## config.mk

```make
export PLATFORM = sky130hd
export DESIGN_NAME = io_switch_port
export DESIGN_NICKNAME = d
export VERILOG_FILES = /design/src/rtl/io_switch_port.sv
export SDC_FILE = /design/constraint.sdc
export NUM_CORES = 1
export LEC_CHECK = 0
export BUFFER_PORTS_ARGS = -buffer_cell sky130_fd_sc_hd__buf_2
export CAP_MARGIN = 25
export CORE_ASPECT_RATIO = 1.1
export CORE_MARGIN = 4
export CORE_UTILIZATION = 60
export DETAILED_ROUTE_END_ITERATION = 10
export MAX_ROUTING_LAYER = met4
export PLACE_DENSITY = 0.83
export SLEW_MARGIN = 30
export SYNTH_ARGS = -nofsm -noshare
export SYNTH_HDL_FRONTEND = slang
export SYNTH_SLANG_ARGS = --single-unit
```

## constraint.sdc

```tcl
create_clock -name i_Clk -period 3.41 [get_ports i_Clk]
set_clock_uncertainty 0.15 [all_clocks]
set_input_delay 0.682 -clock i_Clk [delete_from_list [all_inputs] [get_ports i_Clk]]
set_output_delay 0.682 -clock i_Clk [all_outputs]
set_load 0.005 [all_outputs]
```

## src/rtl/io_switch_port.sv

```systemverilog
// io_switch_port: four debounced push-buttons feeding a small event FIFO,
// read by the CPU through a data port (PORT_BASE) and a status/control
// port (PORT_BASE+1). o_Irq is high whenever events are waiting.
module io_switch_port #(
  parameter int         DEBOUNCE_CYCLES = 250000,
  parameter int         DEPTH           = 4,
  parameter logic [7:0] PORT_BASE       = 8'h10
) (
  input  logic       i_Clk,
  input  logic       reset_n,
  input  logic       ioreq,
  input  logic       we,
  input  logic [7:0] addr,
  input  logic [7:0] data_in,
  input  logic [3:0] i_Switch,
  output logic [7:0] data_out,
  output logic       o_Irq
);

  localparam int             CW          = (DEBOUNCE_CYCLES > 1) ? $clog2(DEBOUNCE_CYCLES) : 1;
  localparam int             AW          = (DEPTH > 1) ? $clog2(DEPTH) : 1;
  localparam logic [CW-1:0]  CNT_MAX     = CW'(DEBOUNCE_CYCLES - 1);
  localparam logic [AW:0]    DEPTH_C     = (AW + 1)'(DEPTH);
  localparam logic [7:0]     STATUS_ADDR = PORT_BASE + 8'd1;

  // Synchronizer and debounce state
  logic [3:0]         sync1_q, sync2_q;
  logic [3:0]         stable_q, stable_d;
  logic [3:0][CW-1:0] cnt_q, cnt_d;
  logic [3:0]         press_edge, rel_edge;

  // Pending events and overflow
  logic [3:0] pend_press_q, pend_press_d;
  logic [3:0] pend_rel_q, pend_rel_d;
  logic       ovf_q, ovf_d;
  logic [3:0] sel_press, sel_rel;
  logic       ovf_new;

  // FIFO
  logic [7:0]  mem [DEPTH];
  logic [AW-1:0] wr_ptr_q, wr_ptr_d, rd_ptr_q, rd_ptr_d;
  logic [AW:0]   count_q, count_d;
  logic          push, pop, empty, full;
  logic [7:0]    push_byte;

  // CPU side
  logic       data_rd, stat_rd, flush;
  logic [7:0] data_out_q, data_out_d;
  logic       irq_q;
  logic [7:0] count_ext;
  logic [2:0] count3;
  logic       unused_data_bits;

  assign unused_data_bits = ^data_in[7:1];

  // Two-flop synchronizer on the raw button levels
  // NOTE: sequential state uses non-blocking assignments so every flop samples pre-edge values.
  always_ff @(posedge i_Clk or negedge reset_n) begin
    if (!reset_n) begin
      sync1_q <= '0;
      sync2_q <= '0;
    end else begin
      sync1_q <= i_Switch;
      sync2_q <= sync1_q;
    end
  end

  // Debounce: accept a new level after DEBOUNCE_CYCLES consecutive disagreeing cycles
  // NOTE: every combinational output gets a default first so no latch is inferred.
  always_comb begin
    stable_d = stable_q;
    cnt_d    = cnt_q;
    for (int i = 0; i < 4; i++) begin
      if (sync2_q[i] == stable_q[i]) begin
        cnt_d[i] = '0;
      end else if (cnt_q[i] == CNT_MAX) begin
        stable_d[i] = sync2_q[i];
        cnt_d[i]    = '0;
      end else begin
        cnt_d[i] = cnt_q[i] + CW'(1);
      end
    end
    press_edge = stable_d & ~stable_q;
    rel_edge   = ~stable_d & stable_q;
  end

  // IO decode and FIFO status
  always_comb begin
    data_rd = ioreq && !we && (addr == PORT_BASE);
    stat_rd = ioreq && !we && (addr == STATUS_ADDR);
    flush   = ioreq && we && (addr == STATUS_ADDR) && data_in[0];
    empty   = (count_q == '0);
    full    = (count_q == DEPTH_C);
    pop     = data_rd && !empty;
  end

  // Pick one pending event (presses first, then lowest index) and update pending/overflow
  always_comb begin
    sel_press = '0;
    sel_rel   = '0;
    push      = 1'b0;
    push_byte = '0;
    if (!flush && (!full || pop)) begin
      if (|pend_press_q) begin
        for (int i = 3; i >= 0; i--) begin
          if (pend_press_q[i]) begin
            sel_press = '0;
            sel_press[i] = 1'b1;
            push_byte = {1'b1, 5'b00000, 2'(i)};
          end
        end
        push = 1'b1;
      end else if (|pend_rel_q) begin
        for (int i = 3; i >= 0; i--) begin
          if (pend_rel_q[i]) begin
            sel_rel = '0;
            sel_rel[i] = 1'b1;
            push_byte = {1'b0, 5'b00000, 2'(i)};
          end
        end
        push = 1'b1;
      end
    end

    // A bit being enqueued this cycle is free to take a new edge without overflow.
    ovf_new = |((press_edge & pend_press_q & ~sel_press) |
                (rel_edge & pend_rel_q & ~sel_rel));
    pend_press_d = (pend_press_q & ~sel_press) | press_edge;
    pend_rel_d   = (pend_rel_q & ~sel_rel) | rel_edge;
    if (flush) begin
      pend_press_d = '0;
      pend_rel_d   = '0;
    end
    // A newly detected overflow beats the clear-on-read.
    ovf_d = (ovf_q && !stat_rd) || ovf_new;
  end

  // FIFO pointers, occupancy and the registered read data
  always_comb begin
    wr_ptr_d = wr_ptr_q;
    rd_ptr_d = rd_ptr_q;
    count_d  = count_q;
    if (flush) begin
      wr_ptr_d = '0;
      rd_ptr_d = '0;
      count_d  = '0;
    end else begin
      if (push) wr_ptr_d = wr_ptr_q + AW'(1);
      if (pop)  rd_ptr_d = rd_ptr_q + AW'(1);
      if (push && !pop) count_d = count_q + (AW + 1)'(1);
      if (pop && !push) count_d = count_q - (AW + 1)'(1);
    end

    count_ext = 8'(count_q);
    count3    = (count_ext > 8'd7) ? 3'd7 : count_ext[2:0];

    data_out_d = data_out_q;
    if (data_rd) begin
      data_out_d = empty ? 8'h00 : mem[rd_ptr_q];
    end else if (stat_rd) begin
      data_out_d = {ovf_q, count3, stable_q};
    end
  end

  // Event storage
  // NOTE: the FIFO array is not reset; count and pointers alone decide what is valid.
  always_ff @(posedge i_Clk) begin
    if (push) mem[wr_ptr_q] <= push_byte;
  end

  // State registers
  always_ff @(posedge i_Clk or negedge reset_n) begin
    if (!reset_n) begin
      stable_q     <= '0;
      cnt_q        <= '0;
      pend_press_q <= '0;
      pend_rel_q   <= '0;
      ovf_q        <= 1'b0;
      wr_ptr_q     <= '0;
      rd_ptr_q     <= '0;
      count_q      <= '0;
      data_out_q   <= 8'h00;
      irq_q        <= 1'b0;
    end else begin
      stable_q     <= stable_d;
      cnt_q        <= cnt_d;
      pend_press_q <= pend_press_d;
      pend_rel_q   <= pend_rel_d;
      ovf_q        <= ovf_d;
      wr_ptr_q     <= wr_ptr_d;
      rd_ptr_q     <= rd_ptr_d;
      count_q      <= count_d;
      data_out_q   <= data_out_d;
      irq_q        <= (count_d != '0);
    end
  end

  assign data_out = data_out_q;
  assign o_Irq    = irq_q;

endmodule

```

# Yosys cells after proc, flatten, opt, wreduce, memory -nomap -nowiden
# Memory sizes are Yosys's and may differ from the RTL's.
# Cells that the tools add are included.
[classes] addsub=8 n_mul=0 div_mod_pow=0 n_lt_le_gt_ge=0 n_eq_ne=11 shifts=0 muxes=57 n_bitwise=15 n_reduce_logical=28
[ops] op="$mux W18" count=8
[ops] op="$mux W8" count=13
[ops] op="$add A18 B1 Y18 const B" count=4
[ops] op="$eq A18 B18 Y1 const B" count=4
[ops] op="$mux W4" count=15
[ops] op="$and A4 B4 Y4" count=8
[ops] op="$eq A8 B5 Y1 const B" count=2
[ops] op="$not A4 Y4" count=4
[ops] op="$mux W1" count=13
[ops] op="$or A4 B4 Y4" count=3
[ops] op="$reduce_or A4 Y1" count=3
[ops] op="$logic_and A1 B1 Y1" count=11
[ops] op="$mux W2" count=5
[ops] op="$mux W3" count=3
[ops] op="$logic_not A1 Y1" count=7
[ops] op="$reduce_bool A2 Y1" count=3
[ops] op="$add A2 B1 Y2 const B" count=2
[ops] op="$eq A1 B1 Y1" count=4
[ops] op="$add A3 B1 Y3 const B" count=1
[ops] op="$eq A3 B3 Y1 const B" count=1
[ops] op="$logic_not A3 Y1" count=1
[ops] op="$reduce_bool A3 Y1" count=1
[ops] op="$sub A3 B1 Y3 const B" count=1
[ops] op="$logic_or A1 B1 Y1" count=2
[totals] register_bits=109 latchBits=0 ram_bits=32 mem_bits_ro=0 out_inout_bits=9 word_cells=135 mem_count=1
[memory_table] memory="mem" depth=4 width=8 rd=1 rd_clocked_by_memory_dff=0 wr=1 line_no="40" rtl="logic [7:0] mem [DEPTH];"

# Depth between registers and ports, before layout
[logic_depth] ltp_word=12 ltp_mapped=8 depth_no_buf=8

# Worst setup path before layout
# OpenSTA, ideal clock, no wires.
[synth_timing] path_kind="input -> register" startpoint="input port addr[6]" endpoint="register ovf_q" arrival_time_ps=2800 t_required_ps=3122 path_slack_ps=322 stages=7 n_path_buf=1 path_cell_list="or4b_1 -> buf_2 -> o311a_4 -> or4_4 -> o2111a_1 -> a2111oi_1 -> nand3b_1"
[synth_between] elab_chain_len=11
[synth_rtl] element="from (decl)" line_no="13" rtl="input logic [7:0] addr,"
[synth_rtl] element="$eq A8 B5 Y1 (on tied branches)" line_no="90, 91, 89"
[synth_rtl] element="$logic_and A1 B1 Y1 (on tied branches)" line_no="91, 89"
[synth_rtl] element="$logic_and A1 B1 Y1 (on tied branches)" line_no="91, 94"
[synth_rtl] element="$logic_not A1 Y1 / $logic_or A1 B1 Y1 (equally long branches)" line_no="103" rtl="if (!flush && (!full || pop)) begin"
[synth_rtl] element="$logic_and A1 B1 Y1" line_no="103"
[synth_rtl] element="$mux W4" line_no="103"
[synth_rtl] element="$not A4 Y4 (on tied branches)" line_no="126, 127"
[synth_rtl] element="$and A4 B4 Y4 (on tied branches)" line_no="126, 127"
[synth_rtl] element="$or A4 B4 Y4" line_no="126" rtl="ovf_new = |((press_edge & pend_press_q & ~sel_press) |"
[synth_rtl] element="$reduce_or A4 Y1" line_no="126"
[synth_rtl] element="$logic_or A1 B1 Y1 *" line_no="135" rtl="ovf_d = (ovf_q && !stat_rd) || ovf_new;"
[synth_rtl] element="via ovf_d" line_no="35" rtl="logic ovf_q, ovf_d;"
[synth_rtl] element="to (signal assigned)" line_no="189" rtl="ovf_q <= ovf_d;"
[synth_rtl] element="to (decl)" line_no="35"
# The timed path passes the listed nets; every way through them passes the cells marked *.
# A chain may end at the register's enable or synchronous reset.

# Worst setup path in the final report
# Ends and elaborated chain as after synthesis.

==> results.md <==
- The flow ran to the end, and the final reports show no timing, DRC or antenna violations.
- Of all flip-flops after synthesis, the portion carrying an async set or reset was 0.901.
- The category of the most critical setup path is primary input to flop.
- Using the TritonRoute via totals, the vias-per-cell ratio works out to just under 6.
- The class of the most critical hold timing path is primary input to asynchronous set/reset pin.
- The shortest clock period the worst path allows after layout is roughly 2.9 ns.
- Buffers added to address setup during post-CTS repair amount to 0.
- In this run the count of I/O pins placed on the die edge is 33.
- The share of total power dissipated in the clock network is 0.530.
- The worst pin sits at a relative slew slack of 0.410.
- The most used flip-flop cell after synthesis is sky130_fd_sc_hd__dfrtp_1.
- The mapped netlist covers between 5000 and 6000 µm².
- The slew of the pin with the lowest slew margin is around 0.9 ns.
- The part of the Yosys area used for sequential elements is 0.531.
- Of the total synthesized cell area, the portion taken by full adders, half adders and majority gates is 0.0237.
- At the worst endpoint, the required time is roughly 3.6 ns.
- The instance count of the mapped netlist is roughly 570.
- The number of fill cells in the layout is roughly 650.
- The highest fanout seen on the critical path is 7.
- Dividing the detail-routed wire length by the instance count gives 16.6 µm.
- Setup repair after global routing left no endpoint under its margin.
- The count of non-filler cells in the finished layout is ~740.
- For this run, the number of Yosys warnings is 0.
- The worst-case setup margin in the final layout is approximately 0.48 ns.
- The portion of synthesized area spent on multiplexers is 0.0211.
- In this run the clock root is driven by a sky130_fd_sc_hd__clkbuf_8.
- Internal power comes to about 2.7 mW.
- The tool flagged a number of max-cap violations equal to 0.
- Synthesis inferred around 120 register bits.
- Power spread over the standard cell area amounts to 508 nW/µm².
- STA classifies the critical path startpoint as a primary input.
- Summed over all layers, the routed wires come to about 12000 µm.
- The placer's final routability congestion estimate is just over 0.9.
- The maximum clock insertion buffer count is 2.
- The post-synthesis cell type count is 54.
- In this run the power spent charging and discharging nets is between 0.7 and 0.8 mW.
- In this run, placement finished with an instance count of between 700 and 800.
- The area growth from synthesis to final layout is 15.8%.
- The count of nets left with antenna violations once routing finished came out at 0.
- The number of global-route vias before repair is about 4600.
- STA classifies the critical path endpoint as a flop.
- The core region is about 9400 µm².
- The H-tree depth reported by CTS is 4.
- Before CTS, the worst setup slack after placement is between 0.08 and 0.09 ns.
- The number of clock buffers inserted by TritonCTS is 17.
- Of the total synthesized cell area, the portion taken by XOR and XNOR cells is 0.101.
- The number of sinks handled by clock tree synthesis is 121.
- The height of the die is 111 µm.
- The proportion of power drawn by flip-flops and latches is 0.438.
- The post-synthesis average cell area is 10.2 µm².
- In this run, the number of DRC markers left after iteration 0 of detailed routing was approximately 400.
- By area, the combinational part of the netlist is dominated by simple AND/OR/NAND/NOR gates.
- The CTS tree is yes.
- The synthesized net count is just over 600.
- The die is 102 µm wide.
- Detailed routing inserted a total of 4399 vias.
- The number of antenna violations at the first check in global routing is 0.
- The maximum number of pins on one net before global-route repair is 61.
- Setup violations remaining at the end of the flow were counted as 0.
- The number of port buffers is 25.
- In the finished design, the share of the clock period the worst path needs comes to 0.861.
- For this run, design rule violations remaining after detail routing come to 0.
- The share of the synthesized area in compound gates (AO/OA/AOI/OAI) is 0.0631.
- The first-pass GRT wire length is about 21000 µm.
- The first detailed-routing pass took 8 iterations.
- The count of flip-flops with a built-in enable after synthesis is 12.
- In this run the core area contains 37 standard-cell rows.
- The simple logic cell fraction of the synthesized area is 0.238.
- The detailed placer's ending HPWL is between 8000 and 9000 µm.
- The number of pins with negative max-slew slack in the final report is 0.
- The switching share of power is 0.213.
- The worst vdd rail ir drop is roughly 0.30 mV.
- The final-report hold violation count was 0.
- Post-CTS repair changed the size of 0 cells.
- The setup TNS is 0 ns.
- The number of hold buffers added after cts is 0.
- The die area is between 10000 and 15000 µm².
- The share of post-route cells with drive strength above 1 is 0.131.
- The leakage power summed over all cells is ~3.0 nW.
- The initial utilization of the core area, before any placement, comes to 0.618.
- At the worst endpoint, the arrival time is roughly 3.2 ns.
- The clock slew at the register clock pins of the worst setup and hold paths is roughly 0.060 ns.
- The number of nets in the layout is ~650.
- The combinational share of power is 0.032.
- The global-route congestion overflow total is 0.
- In the global route stage, overall resource usage came out at 0.244.
- The clock insertion delay at the later pin of the skew report is between 0.5 and 0.6 ns.
- The maximum clock frequency is ~340 MHz.
- The repair_antennas step left the layout with diodes totalling 0.
-- final timing paths --
path,start,endpoint,slack [ns],cells after the start
max in group asynchronous,reset_n,wr_ptr_q[0]$_DFFE_PN0P_,2.30,2
worst min register to register,sync1_q[1]$_DFF_PN0_,sync2_q[1]$_DFF_PN0_,0.20,0
min in group i_Clk,i_Switch[0],sync1_q[0]$_DFF_PN0_,0.11,1
worst min-delay path,reset_n,cnt_q[25]$_DFF_PN0_,0.09,1
worst max-delay path,addr[6],ovf_q$_DFF_PN0_,0.48,9
worst max register to register,pend_press_q[1]$_DFF_PN0_,o_Irq$_DFF_PN0_,0.73,6
-- Yosys cell counts, types with 2 or more instances --
library cell               number  area (µm²)
sky130_fd_sc_hd__xnor2_1       29         254
sky130_fd_sc_hd__a21oi_1       16        80.1
sky130_fd_sc_hd__nor4_1         8        50.1
sky130_fd_sc_hd__a32o_1         2        20.0
sky130_fd_sc_hd__nor4b_1        9        78.8
sky130_fd_sc_hd__nand3_1       44         220
sky130_fd_sc_hd__nor2b_1        9        56.3
sky130_fd_sc_hd__or3_1          6        37.5
sky130_fd_sc_hd__a22oi_1        6        45.0
sky130_fd_sc_hd__nor4bb_1       2        20.0
sky130_fd_sc_hd__nand4_1       12        75.1
sky130_fd_sc_hd__dfrtp_1      109        2730
sky130_fd_sc_hd__and2_1         6        37.5
sky130_fd_sc_hd__nor3_1         9        45.0
sky130_fd_sc_hd__o21bai_1       3        22.5
sky130_fd_sc_hd__nand2b_1       3        18.8
sky130_fd_sc_hd__clkbuf_1      13        48.8
sky130_fd_sc_hd__ha_1          11         138
sky130_fd_sc_hd__and3_1        18         113
sky130_fd_sc_hd__nand2_1       33         124
sky130_fd_sc_hd__or2_2          2        12.5
sky130_fd_sc_hd__inv_1         19        71.3
sky130_fd_sc_hd__o21ai_0       12        60.1
sky130_fd_sc_hd__nor2_1       107         402
sky130_fd_sc_hd__o22ai_1        2        12.5
sky130_fd_sc_hd__xor2_1        38         333
sky130_fd_sc_hd__edfxtp_1      12         360
sky130_fd_sc_hd__mux4_2         3        67.6
sky130_fd_sc_hd__mux2_2         4        45.0
-- placed cells by master (no fill, tap or decap), types with 8 or more instances in the layout --
master,instances
sky130_fd_sc_hd__dfrtp_1,109
sky130_fd_sc_hd__edfxtp_1,12
sky130_fd_sc_hd__nand4_1,12
sky130_fd_sc_hd__nor3_1,9
sky130_fd_sc_hd__and3_1,18
sky130_fd_sc_hd__nor2b_1,9
sky130_fd_sc_hd__buf_2,24
sky130_fd_sc_hd__nand3_1,44
sky130_fd_sc_hd__a21oi_1,16
sky130_fd_sc_hd__inv_1,19
sky130_fd_sc_hd__nor2_1,107
sky130_fd_sc_hd__clkbuf_16,17
sky130_fd_sc_hd__nor4_1,8
sky130_fd_sc_hd__xnor2_1,29
sky130_fd_sc_hd__nand2_1,33
sky130_fd_sc_hd__xor2_1,38
sky130_fd_sc_hd__nor4b_1,9
sky130_fd_sc_hd__buf_4,10
sky130_fd_sc_hd__o21ai_0,12
sky130_fd_sc_hd__ha_1,11
-- state kept, by name (all words and copies together) (netlist names) --
name,cells
cnt_q,72
count3,3
data_out,8
mem,12
o_Irq,1
ovf_q,1
pend_press_q,4
pend_rel_q,4
rd_ptr_q,2
stable_q,4
sync1_q,4
sync2_q,4
wr_ptr_q,2
-- stage by stage --
stage / total power, mW / utilization / hold WS, ns / instance area, µm²
2_1_floorplan: 1.57 / - / 0.181 / 5810
3_3_place_gp: 1.62 / 0.651 / 0.186 / 6120
3_5_place_dp: 1.63 / 0.652 / 0.190 / 6120
4_1_cts: 3.44 / 0.716 / 0.102 / 6730
5_1_grt: 3.53 / 0.716 / 0.0983 / 6730
6_report: 3.42 / 0.716 / 0.0861 / 6730
-- worst max-delay path, stage by stage --
cell	delay (ns)
sky130_fd_sc_hd__buf_2	0.09
sky130_fd_sc_hd__or4b_1	0.62
sky130_fd_sc_hd__buf_4	0.21
sky130_fd_sc_hd__o311ai_1	0.34
sky130_fd_sc_hd__buf_4	0.19
sky130_fd_sc_hd__nand3_1	0.16
sky130_fd_sc_hd__a32o_1	0.25
sky130_fd_sc_hd__a2111oi_1	0.46
sky130_fd_sc_hd__nand3b_1	0.14
-- cell type report --
cell class	count	area [µm²]	share of cell area
clock inverters	11	144	0.0214
flip-flops and latches	121	3090	0.459
well taps	117	146	0.0218
clock buffers	21	460	0.0684
repair buffers	35	215	0.0320
inverters	19	71.3	0.0106
multi-input cells	418	2600	0.387
-- kinds of logic (layout without fill, tap and decap cells) --
group | Yosys count | after routing
compound gates | 54 | 54
flops | 121 | 121
buf+inv | 33 | 86
xor+xnor | 67 | 67
simple gates | 278 | 278
fa+ha+maj | 11 | 11
mux | 8 | 8
-- power groups by stage --
stage                     clock [mW]  combinational [mW]  sequential, mW
after floorplan                    0              0.0505            1.52
after global placement             0               0.105            1.52
after detailed placement           0               0.111            1.52
after CTS                       1.83               0.113            1.50
after global routing            1.90               0.127            1.50
final                           1.81               0.109            1.50
-- metal layers --
layer / vias to the layer above / track usage / wire length, µm
met5: - / - / 0
met4: 0 / 0.0936 / 257
met3: 29 / 0.0566 / 629
met2: 134 / 0.390 / 6410
met1: 2176 / 0.302 / 5030
li1: 2060 / - / -
(Power assumes the default switching activity.)
